<file path="src/rtl/key_matrix_scanner.sv">
// 4x4 key matrix scanner: active-low row drive, 2-FF column sync, press/release debounce.
// Optional auto-repeat while a key stays held: define KEY_REPEAT_EN.
module key_matrix_scanner #(
    parameter int SCAN_DIV       = 1000,
    parameter int DEBOUNCE_SCANS = 4,
    parameter int REPEAT_DELAY   = 50,
    parameter int REPEAT_RATE    = 10
) (
    input  logic       CLK,
    input  logic       RESET,
    input  logic [3:0] COL,
    output logic [3:0] ROW,
    output logic [3:0] KEY,
    output logic       KEY_VALID,
    output logic       KEY_HELD
);
    localparam int PRESC_W = $clog2(SCAN_DIV);
    localparam int CNT_W   = $clog2(DEBOUNCE_SCANS + 1);

    if (SCAN_DIV < 4 || DEBOUNCE_SCANS < 2 || DEBOUNCE_SCANS > 15 ||
        REPEAT_DELAY < 1 || REPEAT_RATE < 1) begin : g_bad_params
        $error("key_matrix_scanner: parameter out of legal range");
    end

    typedef enum logic [1:0] {SCAN, DEBOUNCE, HELD} state_t;

    state_t             r_state, w_state_nxt;
    logic [3:0]         r_col_s1, r_csync;
    logic [PRESC_W-1:0] r_presc;
    logic [1:0]         r_row_ptr, w_row_ptr_nxt;
    logic [3:0]         r_code, w_code_nxt;
    // Press streak while debouncing, release streak while held.
    logic [CNT_W-1:0]   r_cnt, w_cnt_nxt, w_cnt_inc;
    logic [3:0]         r_key, w_key_nxt;
    logic               r_valid, w_valid_nxt;
    logic               r_held, w_held_nxt;
    logic               w_tick, w_any_low, w_cap_low, w_cnt_done, w_rel_done;
    logic [1:0]         w_col_idx;

`ifdef KEY_REPEAT_EN
    localparam int REP_MAX = (REPEAT_DELAY > REPEAT_RATE) ? REPEAT_DELAY : REPEAT_RATE;
    localparam int REP_W   = $clog2(REP_MAX + 1);

    logic [REP_W-1:0] r_rep_cnt, w_rep_cnt_nxt, w_rep_inc, w_rep_target;
    logic             r_rep_first, w_rep_first_nxt;

    assign w_rep_inc    = r_rep_cnt + REP_W'(1);
    assign w_rep_target = r_rep_first ? REP_W'(REPEAT_DELAY) : REP_W'(REPEAT_RATE);
`endif

    assign w_tick     = (r_presc == PRESC_W'(SCAN_DIV - 1));
    assign w_any_low  = ~&r_csync;
    assign w_cap_low  = ~r_csync[r_code[1:0]];
    assign w_cnt_inc  = r_cnt + CNT_W'(1);
    assign w_cnt_done = (w_cnt_inc == CNT_W'(DEBOUNCE_SCANS));
    assign w_rel_done = ~w_cap_low & w_cnt_done;

    assign ROW       = ~(4'b0001 << r_row_ptr);
    assign KEY       = r_key;
    assign KEY_VALID = r_valid;
    assign KEY_HELD  = r_held;

    // Lowest-index low column wins when several are pressed in one row.
    always_comb begin
        w_col_idx = 2'd0;
        for (int i = 3; i >= 0; i--) begin
            if (!r_csync[i]) w_col_idx = 2'(i);
        end
    end

    always_ff @(posedge CLK) begin
        if (RESET) begin
            r_presc  <= '0;
            r_col_s1 <= 4'hF;
            r_csync  <= 4'hF;
        end else begin
            r_col_s1 <= COL;
            r_csync  <= r_col_s1;
            r_presc  <= w_tick ? '0 : r_presc + PRESC_W'(1);
        end
    end

    always_ff @(posedge CLK) begin
        if (RESET) begin
            r_state     <= SCAN;
            r_row_ptr   <= 2'd0;
            r_code      <= 4'd0;
            r_cnt       <= '0;
            r_key       <= 4'd0;
            r_valid     <= 1'b0;
            r_held      <= 1'b0;
`ifdef KEY_REPEAT_EN
            r_rep_cnt   <= '0;
            r_rep_first <= 1'b1;
`endif
        end else begin
            r_state     <= w_state_nxt;
            r_row_ptr   <= w_row_ptr_nxt;
            r_code      <= w_code_nxt;
            r_cnt       <= w_cnt_nxt;
            r_key       <= w_key_nxt;
            r_valid     <= w_valid_nxt;
            r_held      <= w_held_nxt;
`ifdef KEY_REPEAT_EN
            r_rep_cnt   <= w_rep_cnt_nxt;
            r_rep_first <= w_rep_first_nxt;
`endif
        end
    end

    always_comb begin
        w_state_nxt   = r_state;
        w_row_ptr_nxt = r_row_ptr;
        w_code_nxt    = r_code;
        w_cnt_nxt     = r_cnt;
        w_key_nxt     = r_key;
        w_valid_nxt   = 1'b0;
        w_held_nxt    = r_held;
`ifdef KEY_REPEAT_EN
        w_rep_cnt_nxt   = r_rep_cnt;
        w_rep_first_nxt = r_rep_first;
`endif
        if (w_tick) begin
            case (r_state)
                SCAN: begin
                    if (w_any_low) begin
                        w_code_nxt  = {r_row_ptr, w_col_idx};
                        w_cnt_nxt   = CNT_W'(1);
                        w_state_nxt = DEBOUNCE;
                    end else begin
                        w_row_ptr_nxt = r_row_ptr + 2'd1;
                    end
                end
                DEBOUNCE: begin
                    if (w_any_low && (w_col_idx == r_code[1:0])) begin
                        w_cnt_nxt = w_cnt_inc;
                        if (w_cnt_done) begin
                            w_key_nxt   = r_code;
                            w_valid_nxt = 1'b1;
                            w_held_nxt  = 1'b1;
                            w_cnt_nxt   = '0;
                            w_state_nxt = HELD;
`ifdef KEY_REPEAT_EN
                            w_rep_cnt_nxt   = '0;
                            w_rep_first_nxt = 1'b1;
`endif
                        end
                    end else begin
                        w_cnt_nxt     = '0;
                        w_row_ptr_nxt = r_row_ptr + 2'd1;
                        w_state_nxt   = SCAN;
                    end
                end
                HELD: begin
                    if (w_cap_low) begin
                        w_cnt_nxt = '0;
                    end else if (w_cnt_done) begin
                        w_cnt_nxt     = '0;
                        w_held_nxt    = 1'b0;
                        w_row_ptr_nxt = r_row_ptr + 2'd1;
                        w_state_nxt   = SCAN;
                    end else begin
                        w_cnt_nxt = w_cnt_inc;
                    end
`ifdef KEY_REPEAT_EN
                    // Repeat timing keeps running through a partial release.
                    if (!w_rel_done) begin
                        if (w_rep_inc == w_rep_target) begin
                            w_valid_nxt     = 1'b1;
                            w_rep_cnt_nxt   = '0;
                            w_rep_first_nxt = 1'b0;
                        end else begin
                            w_rep_cnt_nxt = w_rep_inc;
                        end
                    end
`endif
                end
                default: w_state_nxt = SCAN;
            endcase
        end
    end

`ifndef KEY_REPEAT_EN
    logic w_unused;
    assign w_unused = w_rel_done;
`endif

endmodule

</file>
<file path="config.mk">
export PLATFORM = sky130hd
export DESIGN_NAME = key_matrix_scanner
export DESIGN_NICKNAME = d
export VERILOG_FILES = /design/src/rtl/key_matrix_scanner.sv
export SDC_FILE = /design/constraint.sdc
export NUM_CORES = 1
export LEC_CHECK = 0
export CORE_ASPECT_RATIO = 1.5
export CORE_MARGIN = 4
export CORE_UTILIZATION = 50
export DETAILED_ROUTE_END_ITERATION = 8
export GPL_TIMING_DRIVEN = 0
export PLACE_DENSITY = 0.75
export RECOVER_POWER = 100
export SLEW_MARGIN = 10
export SYNTH_ARGS = -nofsm -noshare
export SYNTH_HDL_FRONTEND = slang
export SYNTH_SLANG_ARGS = --single-unit
</file>
<file path="constraint.sdc">
create_clock -name CLK -period 2.35 [get_ports CLK]
set_input_delay 0.47 -clock CLK [delete_from_list [all_inputs] [get_ports CLK]]
set_output_delay 0.47 -clock CLK [all_outputs]
set_load 0.005 [all_outputs]
</file>
Word level (Yosys, flattened, before mapping)
Index checks and enable logic that the tools add are counted.

Add/subtract/negate cells: 3. Magnitude comparators: 1. Equal/unequal tests: 13. Shift-type cells: 1. Mux-type cells: 28. Bitwise gates (word level): 5. Reductions and logical operators: 14.

Operator list (count): $mux W2 (13); $ne A2 B2 Y1 const B (7); $mux W3 (4); $pmux W2 S3 (2); $reduce_and A6 Y1 (2); $add A10 B1 Y10 const B (1); $eq A10 B10 Y1 const B (1); $pmux W3 S3 (1); $reduce_and A4 Y1 (2); $mux W1 (6); $reduce_and A3 Y1 (2); $reduce_and A5 Y1 (1); $not A1 Y1 (4); $not A4 Y4 (1); $reduce_or A4 Y1 (1); $shl A1 B2 Y4 const A (1); $add A3 B1 Y3 const B (1); $eq A3 B3 Y1 const B (1); $lt A2 B3 Y1 const B (1); $ne A3 B3 Y1 const B (1); $reduce_bool A3 Y1 (1); $add A2 B1 Y2 const B (1); $bmux W1 S2 (1); $eq A2 B1 Y1 const B (1); other kinds (8) (8).

Bits in registers: 35. Input port bits: 6. Word-level logic and storage cells: 75.

Logic depth before layout (Yosys ltp)
Gate-level depths: netlist of the first run.

Word-level depth: 8. Depth in mapped cells: 7. Gate-level depth less buffers: 7.

Worst setup path after synthesis of the first run
Ideal clock, no wire load.

Path type: reg2reg. Start point: register r_state[1]. End point: register r_held (netlist: KEY_HELD). Setup time: 74 ps. Data arrival time: 1839 ps. Data required time: 2276 ps. Path slack: 437 ps. Stages on the path, launching flop included: 8. Buffers on the path: 1. Clock period less this slack: 1913 ps. Cells stage by stage: dfxtp_1 -> inv_1 -> ha_1 -> o21ai_0 -> or3_1 -> buf_2 -> or4_1 -> a31oi_1.

Cells in the longest elaborated chain, start to end: 3. Elaborated cells on any way between the ends: 9.

Ends and longest elaborated chain: start: declaration (line 27) `state_t r_state, w_state_nxt;`; start signal: assignment (line 97) `r_state <= w_state_nxt;`; $eq A2 B1 Y1 / $eq A2 B2 Y1 (equally long branches) (line 124) `case (r_state)`; $ne A2 B2 Y1 (no line) / $reduce_bool A2 Y1 (equally long branches); $reduce_and A6 Y1 (no line); end signal: assignment (line 103) `r_held <= w_held_nxt;`; end: declaration (line 36) `logic r_held, w_held_nxt;`.

Several ways; a longest one is shown, not always the timed one. A chain may end at the register's enable or synchronous reset.

Final worst setup path of the first run
Same ends and word-level chain as after synthesis.

==> flow_summary.json, run 1 <==
{
  "outcome": "finished clean",
  "drt_iter0_markers": 21,
  "detail_route.wl_per_cell_um": 11.5,
  "clock_sinks": 35,
  "overflow": 0,
  "p_leak_nw": 0.754,
  "clkTransAtPathRegs_ns": 0.07,
  "ys_seq_area_frac": 0.403,
  "port_buffers": 14,
  "grt_pass1_wl_mm": 5.17,
  "antennaDiodeCount": 0,
  "drive_above_1_share": 0.104,
  "numCtsBuffers": 5,
  "multi_input_comb_area_um2": 938,
  "die_w_um": 56.2,
  "power.density_nw_per_um2": 527,
  "ys_types": 42,
  "rrSetupSlack_ns": 0.26,
  "syn_to_final_growth_pct": 14.1,
  "clock_latency_ns": 0.28,
  "slowest_delay_ns": 0.46,
  "grtUsageTotal": 0.148,
  "cts_tree": "built",
  "synth_top_family_by_area": "simple AND/OR/NAND/NOR gates",
  "synthXorXnorAreaFrac": 0.0453,
  "slew_violations": 0,
  "hold_class": "reg -> reg",
  "top_layer": "met4",
  "cts.htree.levels": 2,
  "cts_resized": 0,
  "period_minus_slack_ns": 2.09,
  "grt_pass1_vias": 1231,
  "antenna_found_initial": 0,
  "viasPerCell": 5.26,
  "synth.ff_latch_count": 35,
  "crit_arrival_ns": 2.31,
  "crit_path_cell_trace": "inv_1 > ha_1 > o21ai_0 > or3_1 > buf_2 > or4_1 > a31oi_1",
  "finalInstanceArea_um2": 1980,
  "cp.required_ns": 2.56,
  "yosysTopAreaCell": "dfxtp_1",
  "yosys.area_share.simple": 0.248,
  "synthAdderAreaFrac": 0.0791,
  "crit_type": "reg -> reg",
  "dp_slack_ns": 0.287,
  "postCtsSetupRepairBufs": 0,
  "skew_ns": 0.00709,
  "setup_tns_ns": 0,
  "root_buffer": "clkbuf_8",
  "period_share": 0.891,
  "synth_compound_area_frac": 0.112,
  "dpl.hpwl_mm": 2.22,
  "cts-hold-fix-buffers": 0,
  "yosysWarnings": 0,
  "fin_nets": 229,
  "max-vdd-ir-drop_v": 0.000440,
  "cts.path.max_buffers": 2,
  "grt_max_degree": 11,
  "row_count": 26,
  "fmax_ghz": 0.477,
  "synthMuxAreaShare": 0.0554,
  "layout_commonest_cell": "dfxtp_1",
  "vias": 1331,
  "wl_met2_mm": 1.44,
  "wl_mm": 2.91,
  "setup_viol": 0,
  "drv_cap": 0,
  "die_y_um": 80.2,
  "rsz0062_at_grt": "false",
  "core_um2": 3380,
  "crit_fanout": 6,
  "ios": 16,
  "fillers": 306,
  "final-seq-area_um2": 701,
  "wl_met3_um": 118,
  "dr.pass1.iters": 4,
  "start_kind": "register",
  "initial_utilization": 0.514,
  "synth_area_um2": 1740,
  "final_cell_mix": "dfxtp_1, nor2_1, inv_1, dlygate4sd3_1, ha_1",
  "gp_congestion": 0.824,
  "finalHoldViolCount": 0,
  "drcViolationCount": 0,
  "end_kind": "register",
  "netlist_top_cells_area": "dfxtp_1, ha_1, nor2_1",
  "ant_nets": 0,
  "syn_avg_cell_area_um2": 9.11,
  "die_area_um2": 4510,
  "drt-met1-wl_mm": 1.26,
  "post_dp_cell_area_um2": 1930,
  "slew_headroom": 0.551,
  "syn_nets": 208,
  "max_slew.worst_pin.slew_ns": 0.666,
  "worst_slack_ns": 0.255,
  "slowest_stage": "or4_1",
  "syn_inst": 191,
  "synth_top_cell_area_share": 0.403
}
where the power goes:
part	switching, W	internal [W]	leakage [nW]
sequential	0.00000835	0.000606	0.285
combinational	0.0000237	0.0000242	0.432
clock	0.000186	0.000197	0.0371
total	0.000218	0.000827	0.754
flip-flops by register name, summed over array words and instances (netlist names):
signal	count
KEY_VALID	1
r_row_ptr	2
r_code	4
r_presc	10
r_csync	4
KEY	4
r_cnt	3
KEY_HELD	1
r_col_s1	4
r_state	2
cell type report:
| type | instances | share of cell area |
|---|---|---|
| multi-input cells | 137 | 0.473 |
| flip-flops and latches | 35 | 0.353 |
| repair buffers | 14 | 0.0706 |
| clock buffers | 6 | 0.0366 |
| well taps | 42 | 0.0265 |
| inverters | 12 | 0.0227 |
| plain buffers | 7 | 0.0177 |
routing by layer:
| metal | vias to the layer above | global-route usage |
|---|---|---|
| li1 | 694 | - |
| met2 | 26 | 0.258 |
| met3 | 10 | 0.0434 |
| met4 | 0 | 0.114 |
| met5 | - | 0 |
| met1 | 601 | 0.146 |
metrics by stage:
step	power [W]	hold WS, ns	cells	utilization
2_1_floorplan	0.000662	0.389	191	-
3_3_place_gp	0.000680	0.392	247	0.571
3_5_place_dp	0.000681	0.394	247	0.571
4_1_cts	0.00107	0.403	253	0.592
5_1_grt	0.00109	0.426	253	0.587
6_report	0.00104	0.401	253	0.587
cell usage after synthesis:
master and n:
a2111oi_4 1, a211oi_1 1, a21boi_0 1, a21oi_1 8, a2bb2oi_1 1, a31o_2 1
a31oi_1 4, and2_1 2, and2_2 3, and2b_1 1, and3_1 1, and3_2 1
and3b_2 1, and4b_1 1, buf_2 1, buf_6 1, clkbuf_1 3, clkbuf_8 2
dfxtp_1 35, ha_1 11, inv_1 12, mux2i_1 7, mux4_1 1, nand2_1 8
nand2b_1 4, nand3_1 3, nand3b_1 1, nand4_1 8, nor2_1 26, nor2b_1 2
nor3_1 4, nor3b_1 2, nor4_1 2, o21ai_0 6, o21bai_1 2, o31ai_1 2
o41ai_1 1, or2_2 8, or3_1 2, or4_1 1, xnor2_1 5, xor2_1 4
critical path: cells and delay by family (launching register included):
kind / cells / cell delay (ns)
simple gates: 2 / 0.83
fa+ha+maj: 1 / 0.19
compound gates: 2 / 0.41
flops: 1 / 0.34
buf+inv: 2 / 0.24
kinds of logic after synthesis:
| group | count (synthesis) |
|---|---|
| multiplexers | 8 |
| flip-flops | 35 |
| XOR/XNOR | 9 |
| AO/OA/AOI/OAI | 28 |
| adder cells (fa/ha/maj) | 11 |
| AND/OR/NAND/NOR | 81 |
| buffers and inverters | 19 |
final timing paths:
path,start,end,depth (start not counted)
worst max-delay path,r_state[1]$_SDFFE_PP0P_,KEY_HELD$_SDFFE_PP0P_,7
worst min-delay path,r_col_s1[3]$_SDFF_PP1_,r_csync[3]$_SDFF_PP1_,1
worst max register to register,r_state[1]$_SDFFE_PP0P_,KEY_HELD$_SDFFE_PP0P_,7
worst min register to register,r_col_s1[3]$_SDFF_PP1_,r_csync[3]$_SDFF_PP1_,1
No activity file was read; power rests on OpenSTA's default activity.
==> run 2, diff against run 1 <==
==> constraint.sdc (replaced) <==
create_clock -name CLK -period 2.5 [get_ports CLK]
set_input_delay 0.5 -clock CLK [delete_from_list [all_inputs] [get_ports CLK]]
set_output_delay 0.5 -clock CLK [all_outputs]
set_load 0.005 [all_outputs]
==> run 2 against run 1 <==
Net effect:
- non-clock buffer count unchanged
- global-route usage unchanged
- largest power group unchanged
- via count about the same
- die area unchanged
==> flow_summary.json, run 2 (synthesized netlist as in run 1, its figures left out) <==
{
  "die_area_um2": 4510,
  "grt_pass1_vias": 1231,
  "max_slew.worst_pin.slew_ns": 0.666,
  "regToRegStartpoint": "r_state[1]$_SDFFE_PP0P_",
  "cts_resized": 0,
  "outcome": "finished clean",
  "grt_max_degree": 11,
  "max-vdd-ir-drop_v": 0.000414,
  "drcViolationCount": 0,
  "cts.path.max_buffers": 2,
  "setup_tns_ns": 0,
  "ant_nets": 0,
  "antennaDiodeCount": 0,
  "clkTransAtPathRegs_ns": 0.07,
  "top_register": "r_presc",
  "row_count": 26,
  "gp_congestion": 0.824,
  "period_share": 0.851,
  "crit_arrival_ns": 2.34,
  "vias": 1330,
  "postCtsSetupRepairBufs": 0,
  "antenna_found_initial": 0,
  "slew_violations": 0,
  "drt_iter0_markers": 21,
  "core_um2": 3380,
  "cts-hold-fix-buffers": 0,
  "syn_to_final_growth_pct": 14.0,
  "end_kind": "register",
  "slew_headroom": 0.551,
  "final_cell_mix": "dfxtp_1, nor2_1, inv_1, dlygate4sd3_1, ha_1",
  "port_buffers": 14,
  "finalHoldViolCount": 0,
  "crit_fanout": 6,
  "overflow": 0,
  "cts_tree": "built",
  "clock_sinks": 35,
  "start_kind": "register",
  "layout_commonest_cell": "dfxtp_1",
  "clock_latency_ns": 0.28,
  "dpl.hpwl_mm": 2.22,
  "root_buffer": "clkbuf_8",
  "die_w_um": 56.2,
  "numCtsBuffers": 5,
  "p_leak_nw": 0.751,
  "cp.required_ns": 2.71,
  "wl_mm": 2.92,
  "fin_nets": 229,
  "drive_above_1_share": 0.0948,
  "rrSetupSlack_ns": 0.37,
  "startpoint": "r_state[1]$_SDFFE_PP0P_",
  "drv_cap": 0,
  "die_y_um": 80.2,
  "viasPerCell": 5.26,
  "crit_type": "reg -> reg",
  "initial_utilization": 0.514,
  "total_power_w": 0.000982,
  "cts.htree.levels": 2,
  "fmax_ghz": 0.470,
  "rsz0062_at_grt": "false",
  "setup_viol": 0,
  "grt_pass1_wl_mm": 5.17,
  "detail_route.wl_per_cell_um": 11.5,
  "hold_class": "reg -> reg",
  "holdWs_ns": 0.401,
  "ios": 16,
  "grtUsageTotal": 0.148,
  "skew_ns": 0.00738,
  "hp-start": "r_col_s1[3]$_SDFF_PP1_",
  "largest_reg_flops": 10,
  "dr.pass1.iters": 4,
  "power.density_nw_per_um2": 495,
  "period_minus_slack_ns": 2.13
}
## run 2: cell type report
class	instances	area [µm²]
multi-input cells	137	937
clock buffers	6	72.6
repair buffers	14	140
flip-flops and latches	35	701
inverters	12	45.0
plain buffers	7	33.8
fillers	307	1400
well taps	42	52.6
## run 2: report_power, final
part | leakage, nW | internal [W] | switching (W)
Sequential | 0.285 | 0.000570 | 0.00000787
Combinational | 0.429 | 0.0000227 | 0.0000223
Clock | 0.0371 | 0.000185 | 0.000174
## run 2: layer usage
| metal | GRT usage | vias up | part of all wire |
|---|---|---|---|
| li1 | - | 694 | - |
| met1 | 0.146 | 604 | 0.43 |
| met2 | 0.258 | 24 | 0.50 |
| met3 | 0.0434 | 8 | 0.039 |
| met4 | 0.114 | 0 | 0.028 |
| met5 | 0 | - | 0 |
## run 2: final timing paths
kind | to | cells past startpoint
worst max-delay path | KEY_HELD$_SDFFE_PP0P_ | 7
worst min-delay path | r_csync[3]$_SDFF_PP1_ | 1
worst min register to register | r_csync[3]$_SDFF_PP1_ | 1
worst max register to register | KEY_HELD$_SDFFE_PP0P_ | 7
## run 2: critical path, cell delays in order (launching register included)
cell      delay, ns
dfxtp_1        0.34
inv_1          0.09
ha_1           0.19
o21ai_0        0.25
or3_1          0.38
clkbuf_1       0.17
or4_1          0.48
a31oi_1        0.16
## run 2: through the flow
| stage | cell area (µm²) | worst slack [ns] | std cells | utilization |
|---|---|---|---|---|
| after floorplan | 1740 | 0.587 | 191 | - |
| after global placement | 1930 | 0.450 | 247 | 0.571 |
| after detailed placement | 1930 | 0.437 | 247 | 0.571 |
| after CTS | 2000 | 0.413 | 253 | 0.592 |
| after global routing | 1980 | 0.178 | 253 | 0.586 |
| final | 1980 | 0.371 | 253 | 0.586 |
==> run 3, diff against run 2 <==
--- a/config.mk
+++ b/config.mk
@@ -10,6 +10,7 @@
 export CORE_UTILIZATION = 50
 export DETAILED_ROUTE_END_ITERATION = 8
 export GPL_TIMING_DRIVEN = 0
+export HOLD_SLACK_MARGIN = 0.08
 export PLACE_DENSITY = 0.75
 export RECOVER_POWER = 100
 export SLEW_MARGIN = 10
==> results of run 3 <==
Final layout, timing and power as in run 2 (identical DEF).
